### src/rtl/mult_acc_24.sv
// Sequential shift-add multiply-accumulate: result = q*d + r, one multiplier bit per cycle.
// Latency WIDTH cycles after accept; result held in DONE until out_ready, no new accept until then.
module mult_acc_24 #(
  parameter int WIDTH = 24
) (
  input  logic               clk,
  input  logic               reset,
  input  logic               in_valid,
  output logic               in_ready,
  input  logic [WIDTH-1:0]   quotient,
  input  logic [WIDTH-1:0]   divisor,
  input  logic [WIDTH-1:0]   remainder,
  input  logic [WIDTH-1:0]   numerator,
  output logic               out_valid,
  input  logic               out_ready,
  output logic [2*WIDTH-1:0] result,
  output logic               overflow,
  output logic               match,
  output logic               err
);

  localparam int CW = (WIDTH > 1) ? $clog2(WIDTH) : 1;
  localparam logic [CW-1:0] LAST = CW'(WIDTH - 1);

  typedef enum logic [1:0] {
    IDLE = 2'd0,
    MUL  = 2'd1,
    DONE = 2'd2
  } state_t;

  state_t               state_q, state_d;
  logic [CW-1:0]        cnt_q, cnt_d;
  logic [2*WIDTH-1:0]   mcand_q, mcand_d;
  logic [WIDTH-1:0]     mplier_q, mplier_d;
  logic [2*WIDTH-1:0]   acc_q, acc_d;
  logic [WIDTH-1:0]     num_q, num_d;
  logic                 err_pend_q, err_pend_d;
  logic [2*WIDTH-1:0]   result_q, result_d;
  logic                 overflow_q, overflow_d;
  logic                 match_q, match_d;
  logic                 err_q, err_d;
  logic                 in_ready_q, in_ready_d;
  logic                 out_valid_q, out_valid_d;

  logic [2*WIDTH-1:0]   partial;
  logic [2*WIDTH-1:0]   acc_sum;

  // Multiplicand shifts left and multiplier shifts right so the active bit is always bit 0.
  assign partial = mplier_q[0] ? mcand_q : '0;
  assign acc_sum = acc_q + partial;

  always_comb begin
    state_d     = state_q;
    cnt_d       = cnt_q;
    mcand_d     = mcand_q;
    mplier_d    = mplier_q;
    acc_d       = acc_q;
    num_d       = num_q;
    err_pend_d  = err_pend_q;
    result_d    = result_q;
    overflow_d  = overflow_q;
    match_d     = match_q;
    err_d       = err_q;
    in_ready_d  = in_ready_q;
    out_valid_d = out_valid_q;

    case (state_q)
      IDLE: begin
        if (in_valid && in_ready_q) begin
          state_d    = MUL;
          cnt_d      = '0;
          mcand_d    = {{WIDTH{1'b0}}, quotient};
          mplier_d   = divisor;
          acc_d      = {{WIDTH{1'b0}}, remainder};
          num_d      = numerator;
          err_pend_d = (divisor == '0) || (remainder >= divisor);
          in_ready_d = 1'b0;
        end
      end
      MUL: begin
        acc_d    = acc_sum;
        mcand_d  = mcand_q << 1;
        mplier_d = mplier_q >> 1;
        cnt_d    = cnt_q + CW'(1);
        if (cnt_q == LAST) begin
          state_d     = DONE;
          out_valid_d = 1'b1;
          result_d    = acc_sum;
          overflow_d  = |acc_sum[2*WIDTH-1:WIDTH];
          match_d     = (acc_sum == {{WIDTH{1'b0}}, num_q});
          err_d       = err_pend_q;
        end
      end
      DONE: begin
        // Only the output handshake leaves DONE; in_valid is not looked at here.
        if (out_ready) begin
          state_d     = IDLE;
          out_valid_d = 1'b0;
          in_ready_d  = 1'b1;
        end
      end
      default: begin
        state_d     = IDLE;
        out_valid_d = 1'b0;
        in_ready_d  = 1'b1;
      end
    endcase
  end

  always_ff @(posedge clk) begin
    if (reset) begin
      state_q     <= IDLE;
      cnt_q       <= '0;
      mcand_q     <= '0;
      mplier_q    <= '0;
      acc_q       <= '0;
      num_q       <= '0;
      err_pend_q  <= 1'b0;
      result_q    <= '0;
      overflow_q  <= 1'b0;
      match_q     <= 1'b0;
      err_q       <= 1'b0;
      in_ready_q  <= 1'b1;
      out_valid_q <= 1'b0;
    end else begin
      state_q     <= state_d;
      cnt_q       <= cnt_d;
      mcand_q     <= mcand_d;
      mplier_q    <= mplier_d;
      acc_q       <= acc_d;
      num_q       <= num_d;
      err_pend_q  <= err_pend_d;
      result_q    <= result_d;
      overflow_q  <= overflow_d;
      match_q     <= match_d;
      err_q       <= err_d;
      in_ready_q  <= in_ready_d;
      out_valid_q <= out_valid_d;
    end
  end

  assign in_ready  = in_ready_q;
  assign out_valid = out_valid_q;
  assign result    = result_q;
  assign overflow  = overflow_q;
  assign match     = match_q;
  assign err       = err_q;

endmodule

### config.mk
export PLATFORM = sky130hd
export DESIGN_NAME = mult_acc_24
export DESIGN_NICKNAME = d
export VERILOG_FILES = /design/src/rtl/mult_acc_24.sv
export SDC_FILE = /design/constraint.sdc
export NUM_CORES = 1
export LEC_CHECK = 0
export BUFFER_PORTS_ARGS = -buffer_cell sky130_fd_sc_hd__buf_4
export CELL_PAD_IN_SITES_DETAIL_PLACEMENT = 1
export CELL_PAD_IN_SITES_GLOBAL_PLACEMENT = 2
export CORE_ASPECT_RATIO = 1.4
export CORE_UTILIZATION = 36
export CTS_CLUSTER_DIAMETER = 120
export DETAILED_ROUTE_END_ITERATION = 6
export PLACE_DENSITY_LB_ADDON = 0.1
export SKIP_LAST_GASP = 1
export SLEW_MARGIN = 40
export SYNTH_ARGS = -nofsm -noshare
export SYNTH_HDL_FRONTEND = slang
export SYNTH_SLANG_ARGS = --single-unit
### constraint.sdc
create_clock -name clk -period 5.95 [get_ports clk]
set_input_delay 1.785 -clock clk [delete_from_list [all_inputs] [get_ports clk]]
set_output_delay 1.785 -clock clk [all_outputs]
set_load 0.005 [all_outputs]
After elaboration in Yosys (flattened, before gate mapping)
Cells that the tools add are included.

Output and inout port bits: 53. Word-level logic and storage cells: 56. Bits of input ports: 100. Flip-flop bits (word level): 205.

Add/sub/neg operators: 2. Bitwise logic cells: 2. Reduce and logical (&&, ||, !) cells: 12. Equality and inequality tests: 7. Mux-type cells: 19. Order comparisons: 1.

Operators with widths (number): $pmux 48 s2 (2); $mux 48 (3); $add 48x48->48 (1); $eq 48x24->1 (1); $pmux 24 s2 (1); $ge 24x24->1 (1); $logic_not 24->1 (1); $mux 24 (1); $reduce_or 24->1 (1); $pmux 5 s2 (1); $reduce_and 3->1 (3); $mux 2 (3); $ne 2x2->1 const B (3); $pmux 1 s3 (2); $pmux 2 s3 (1); $reduce_and 2->1 (3); $add 5x1->5 const B (1); $eq 5x5->1 const B (1); $mux 5 (1); $mux 1 (4); $eq 2x1->1 const B (1); $eq 2x2->1 const B (1); $logic_not 2->1 (1); $not 1->1 (2); other kinds (3) (3).

Depth between registers and ports, before layout
Gate-level depths: netlist of the first run.

Word-level depth: 3. Gate-level depth with buffers: 15. Gate-level depth less buffers: 14.

Least setup slack after synthesis of the first run
Ideal clock, no wire load.

Path kind: reg-to-reg. From: register mplier_q[0]. To: register match_q, in the netlist match. Period minus slack after synthesis: 3.781 ns. Cell stages (with the launch flop): 16. Arrival time: 3.724 ns. Required time: 5.893 ns. Slack: 2.169 ns. Path through: dfxtp_1 -> clkbuf_1 -> clkbuf_1 -> and2_1 -> ha_1 -> clkbuf_1 -> nand4_1 -> nor4_1 -> inv_1 -> a211oi_1 -> nor2_1 -> o31ai_1 -> xor2_1 -> or4_1 -> nor4_2 -> a21o_1.

Longest elaborated chain between the ends: 3.

RTL lines: start, declared (line 34) `logic [WIDTH-1:0] mplier_q, mplier_d;`; start signal, assigned (line 129) `mplier_q <= mplier_d;`; $mux 48 (line 49) `assign partial = mplier_q[0] ? mcand_q : '0;`; $add 48x48->48 (line 50) `assign acc_sum = acc_q + partial;`; $eq 48x24->1 (line 90) `match_d = (acc_sum == {{WIDTH{1'b0}}, num_q});`; end signal, assigned (line 135) `match_q <= match_d;`; end, declared (line 40) `logic match_q, match_d;`.

Every way passes these cells. A chain may end at the register's enable or synchronous reset.

Worst setup path in the final report of the first run
From: register mplier_q[0]. To: register overflow_q, in the netlist overflow.

Longest elaborated chain between the ends: 3.

RTL lines: $mux 48 (line 49); $add 48x48->48 (line 50); $reduce_or 24->1 (line 89) `overflow_d = |acc_sum[2*WIDTH-1:WIDTH];`; end signal, assigned (line 134) `overflow_q <= overflow_d;`; end, declared (line 39) `logic overflow_q, overflow_d;`.

Every way passes these cells.

==> flow_summary.yaml, run 1 <==
logic_synthesis:
  synth_top_cell_by_area: "dfxtp_1"
  ys_warn_count: 0
  synth-seq-cells: 205
  yosys.area.top_type_share_pct: 33.6
  syn-cell-area_mm2: 0.0122
  ys_seq_area_share_pct: 33.6
  synth_area_leaders: "dfxtp_1 34%, nand2_1 11%, a21oi_1 8.4%"
  synth_ff_type: "dfxtp_1"
  yosysUniqueCellTypes: 73
  syn_area_per_cell_um2: 7.42
  synthArstFlopShare_pct: 0
  synthCells: 1645
  synth_nets: 1818
  synth_edf_count: 0
hold_path:
  hp-class: "reg2reg"
outcome:
  status: "finished, final reports clean"
finish:
  drive_gt1_share_pct: 12.4
  fillers: 4150
  multi_input_area_mm2: 0.00758
  regArea_mm2: 0.00410
  nets: 1900
  instances_no_fill: 2184
  syn_to_final_growth_pct: 17.6
placed_design:
  place_ws_ns: 1.19
  dp.cells: 2147
  io_buffer_count: 152
  dp_hpwl_mm: 34.7
  gp_congestion: 0.918
die:
  chipHeight_um: 220
  start_util_pct: 36.6
  dieWidth_um: 158
  rows: 79
  ios: 153
  die_area_mm2: 0.0347
  core_mm2: 0.0333
worst_setup_path:
  arrival_ns: 5.15
  crit_chain: "buf_4, and2_1, ha_1, o211ai_1, o21ai_1, or4b_1, a211oi_1, nor2_1, o31ai_1, xor2_1, or4_1, nor4_2, nor3_1"
  crit_buf_inv: 1
  max_stage_delay_ns: 0.62
  slowest_stage: "dfxtp_1"
  startpoint_type: "flip-flop"
  end_kind: "flip-flop"
  crit_path_max_fanout: 31
  crit_type: "reg2reg"
  worstPathRequired_ns: 6.33
  cp_top_family: "simple AND/OR/NAND/NOR gates"
sta:
  hold_violations: 0
  rsz0062_at_grt: "no"
  min_period_ns: 4.77
  fmax_mhz: 210
  fin_ws_ns: 1.18
  fin_setup_tns_ns: 0
  period_share_pct: 80.2
  slew_viol_final: 0
  worst_pin_slew_ns: 0.799
  relSlewSlack_pct: 46.7
  fin_hold_ws_ns: 0.455
  setup_viol: 0
  worst_clock_skew_ns: 0.00704
drt:
  viasPerCell: 5.57
  drc_errors: 0
  routed_wirelength_mm: 45.9
  num_vias: 12200
  wire_per_inst_um: 21.0
  drtIter0Drc: 657
  ant_nets: 0
  first_pass_iters: 4
grt:
  grt_overflow_total: 0
  grt_start_max_net_pins: 90
  grt_pass1_wl_mm: 71.4
  grt_pass1_vias: 12500
  antenna_found_initial: 1
  grt_use_total_pct: 26.8
cts:
  cts_resized: 0
  clkTransAtPathRegs_ns: 0.06
  cts_tree: "yes"
  cts-root-buf: "clkbuf_16"
  insertion_delay_ns: 0.53
  post_cts_buffers: 0
  max-clock-path-buffers: 3
  cts_buffers: 23
  cts_max_level: 1
  hold_buffers: 0
  clock-sinks: 205
power_and_ir_drop:
  combPwrFrac_pct: 15.6
  p_int_w: 0.00242
  pwr-share-seq_pct: 43.9
  power.net_switching_w: 0.000976
  pwr_density_cell_mw_per_mm2: 236
  sw_frac_of_total_pct: 28.8
  p_leak_nw: 5.88
  ir_worst_vdd_mv: 0.167
  clkPwrFrac_pct: 40.5
flow_run:
  drv_cap: 0
[stage by stage]
| stage | area (um2) | total power, W | util, % |
|---|---|---|---|
| finish | 14400 | 0.00339 | 43.1 |
| global route | 14400 | 0.00355 | 43.1 |
| CTS | 14300 | 0.00344 | 43.1 |
| detailed placement | 13700 | 0.00205 | 41.0 |
| global placement | 13600 | 0.00204 | 40.9 |
| floorplan | 12200 | 0.00184 | - |
[layout make-up]
cell class	instances	share of cell area, %
Tap cell	445	3.88
Timing Repair Buffer	166	8.85
Clock inverter	5	0.375
Sequential cell	205	28.6
Inverter	39	1.02
Antenna cell	1	0.0174
Multi-Input combinational cell	1292	52.8
Clock buffer	31	4.43
[flip-flops by register name (all words and copies together), names as in the netlist, 2 cells and up]
| signal | count |
|---|---|
| state_q | 2 |
| num_q | 24 |
| mcand_q | 48 |
| acc_q | 48 |
| cnt_q | 5 |
| mplier_q | 24 |
| result | 48 |
[Yosys cell counts (9+ instances only)]
cell type,number
nor4_1,17
xnor2_1,27
buf_1,12
a21oi_1,205
nand2_1,354
nand3_1,56
and2_1,54
o21ai_0,33
o21ai_1,15
and3_1,9
nand4_1,24
a22oi_1,20
inv_1,39
nor3_1,24
ha_1,72
o21bai_1,9
a211oi_1,10
a21o_1,36
dfxtp_1,205
clkbuf_1,93
nor2b_1,9
a311oi_1,51
xor2_1,29
nor2_1,135
o211ai_1,9
[placed cells by master (no fill, tap or decap), types with 6 or more instances in the layout]
cell type and count:
nand2_1 353, a21oi_1 205, dfxtp_1 205, buf_4 162
nor2_1 133, ha_1 72, nand3_1 56, and2_1 53
a311oi_1 51, inv_1 39, a21o_1 36, o21ai_0 32
xor2_1 29, xnor2_1 26, nand4_1 24, nor3_1 24
clkbuf_16 23, a22oi_1 20, nor4_1 17, o21ai_1 16
a211oi_1 10, o21bai_1 9, o211ai_1 9, and3_1 9
nor2b_1 8, or3_1 6, a221oi_1 6, a31oi_1 6
[layer usage]
metal  GRT usage, %  part of all wire [%]  vias to the layer above
met2           50.1                    52                      218
li1               -                     -                     5934
met1           30.5                    40                     5943
met4           11.5                   4.3                        0
met3           2.75                   2.9                       77
met5              0                     0                        -
[logic make-up (layout without fill, tap and decap cells)]
| logic type | Yosys count | in the layout | share of synthesized area (%) |
|---|---|---|---|
| and+or+nand+nor | 713 | 713 | 26.0 |
| AOI/OAI and AO/OA | 443 | 443 | 23.2 |
| DFF | 205 | 205 | 33.6 |
| buffers and inverters | 148 | 241 | 4.66 |
| adders and majority gates | 73 | 73 | 7.55 |
| xor gates and xnor gates | 60 | 60 | 4.78 |
| muxes | 3 | 3 | 0.256 |
| other | 0 | 1 | 0 |
[path summary, 6_finish.rpt]
check / from / end / slack [ns] / depth (start not counted)
max: mplier_q[0] / overflow / 1.18 / 13
max reg2reg: mplier_q[0] / overflow / 1.18 / 13
min: result[37] / result[37] / 0.46 / 2
min reg2reg: result[37] / result[37] / 0.46 / 2
[worst register-to-register path, stage by stage (launching register included)]
cell and delay (ns):
dfxtp_1 0.62, buf_4 0.37, and2_1 0.19, ha_1 0.23, o211ai_1 0.15, o21ai_1 0.42
or4b_1 0.53, a211oi_1 0.54, nor2_1 0.12, o31ai_1 0.30, xor2_1 0.15, or4_1 0.59
nor4_2 0.35, nor3_1 0.07
[power groups by stage]
stage	clock (W)	combinational, W	sequential [W]
after CTS	0.00141	0.000537	0.00149
after detailed placement	0	0.000534	0.00152
after global routing	0.00147	0.000584	0.00150
after floorplan	0	0.000342	0.00150
final	0.00137	0.000529	0.00149
after global placement	0	0.000519	0.00152
No activity file was read; power rests on OpenSTA's default activity.
==> run 2, diff against run 1 <==
- CORE_UTILIZATION: 36 -> 31
- clock period: 5.95 -> 3.9 ns (I/O delays scaled with it)
==> run 2 against run 1 <==
Final area grew 12%; largest cell class unchanged; utilization decreased by 1.4 points; via count grew 4.5%; flip-flop and latch count is the same; clock power up 79%; clock skew grew 0.011 ns; largest power group is now clock; total power increased by 67%; sequential power up 52%; sequential share of layout area fell by 3.1 points.
==> flow_summary.yaml, run 2 (same netlist as run 1, synthesis figures left out) <==
die:
  rows: 85
  die_area_mm2: 0.0402
  core_mm2: 0.0386
  chipHeight_um: 237
  ios: 153
  dieWidth_um: 170
  start_util_pct: 31.6
power_and_ir_drop:
  p_leak_nw: 6.73
  pwr_density_cell_mw_per_mm2: 353
  ir_worst_vdd_mv: 0.263
cts:
  cts_buffers: 24
  hold_buffers: 0
  cts_max_level: 1
  cts_tree: "yes"
  clock-sinks: 205
  cts-root-buf: "clkbuf_16"
  max-clock-path-buffers: 3
  insertion_delay_ns: 0.55
  clkTransAtPathRegs_ns: 0.07
finish:
  multi_input_area_mm2: 0.00783
  nets: 2050
  fillers: 4770
  drive_gt1_share_pct: 21.9
  stdcell_area_mm2: 0.0161
  regArea_mm2: 0.00411
  final_cell_mix: "353 x nand2_1, 302 x buf_4, 204 x dfxtp_1"
  antenna_cells: 0
  final_common_cell: "nand2_1"
  syn_to_final_growth_pct: 31.8
sta:
  slew_viol_final: 0
  worst_pin_slew_ns: 0.756
  fin_ws_ns: 0.112
  worst_clock_skew_ns: 0.0179
  period_share_pct: 97.1
  relSlewSlack_pct: 49.6
  hold_violations: 0
  setup_viol: 0
  fmax_mhz: 264
  min_period_ns: 3.79
drt:
  drtIter0Drc: 513
  viasPerCell: 5.26
  wire_per_inst_um: 20.0
  routed_wirelength_mm: 48.2
  num_vias: 12700
  first_pass_iters: 5
  ant_nets: 0
  drc_errors: 0
outcome:
  status: "finished, final reports clean"
grt:
  antenna_found_initial: 0
  grt_use_total_pct: 23.5
  grt_pass1_wl_mm: 73.5
  grt_start_max_net_pins: 191
  grt_pass1_vias: 13000
  grt_overflow_total: 0
worst_setup_path:
  crit_path_max_fanout: 7
  crit_type: "reg2reg"
  arrival_ns: 4.29
  worstPathRequired_ns: 4.40
  end_kind: "flip-flop"
  startpoint_type: "flip-flop"
hold_path:
  hp-class: "reg2reg"
flow_run:
  drv_cap: 0
placed_design:
  dpl_cell_area_mm2: 0.0148
  dp_hpwl_mm: 36.5
  io_buffer_count: 152
  place_ws_ns: -0.175
  gp_congestion: 0.863
run 2: worst paths after layout:
path               startpoint     to  slack, ns  cells after the start
hold reg to reg    err_pend_q    err       0.45                      2
setup reg to reg  mplier_q[0]  match       0.11                     16
hold / removal     err_pend_q    err       0.45                      2
setup / recovery  mplier_q[0]  match       0.11                     16
run 2: critical path, cell delays in order, from the launching register on:
cell       delay, ns
dfxtp_4         0.36
buf_8           0.14
clkbuf_16       0.17
and2_1          0.14
ha_1            0.33
nand4_1         0.15
buf_4           0.18
a2111o_1        0.42
a211oi_4        0.33
buf_4           0.17
o211ai_1        0.13
nand2_1         0.15
buf_6           0.11
xor2_2          0.06
or4_4           0.43
nor4_4          0.32
a21o_1          0.15
run 2: power by group:
group	switching, W	leakage (nW)	internal (W)
Clock	0.000981	0.417	0.00147
Sequential	0.0000774	1.67	0.00219
Combinational	0.000559	4.64	0.000392
run 2: what timing repair did:
item	in CTS	in global routing
endpoints found under the setup margin	2	3
cloned	0	2
gates resized for setup	15	44
buffers inserted	6	6
pin swaps	11	16
run 2: final cells by class:
type | instances | area share (%)
multi-input cells | 1292 | 48.7
clock inverters | 13 | 1.16
clock buffers | 29 | 4.10
well taps | 522 | 4.06
flip-flops and latches | 205 | 25.5
inverters | 39 | 0.910
repair buffers | 315 | 15.5
run 2: metal layers:
| layer | track usage [%] | wire length (um) | vias to the layer above |
|---|---|---|---|
| met5 | 0 | 0 | - |
| met4 | 8.79 | 1700 | 0 |
| met3 | 2.16 | 1080 | 70 |
| met2 | 43.6 | 25400 | 188 |
| met1 | 27.3 | 20000 | 6201 |
| li1 | - | - | 6255 |
run 2: stage by stage:
| step | util, % | hold slack (ns) | TNS, ns | total power, W | std cells |
|---|---|---|---|---|---|
| 2_1_floorplan | - | 0.432 | 0 | 0.00280 | 1645 |
| 3_3_place_gp | 38.3 | 0.443 | -0.141 | 0.00321 | 2359 |
| 3_5_place_dp | 38.3 | 0.449 | -0.322 | 0.00322 | 2359 |
| 4_1_cts | 40.8 | 0.458 | 0 | 0.00570 | 2407 |
| 5_1_grt | 41.7 | 0.477 | -0.0740 | 0.00592 | 2415 |
| 6_report | 41.7 | 0.453 | 0 | 0.00567 | 2415 |
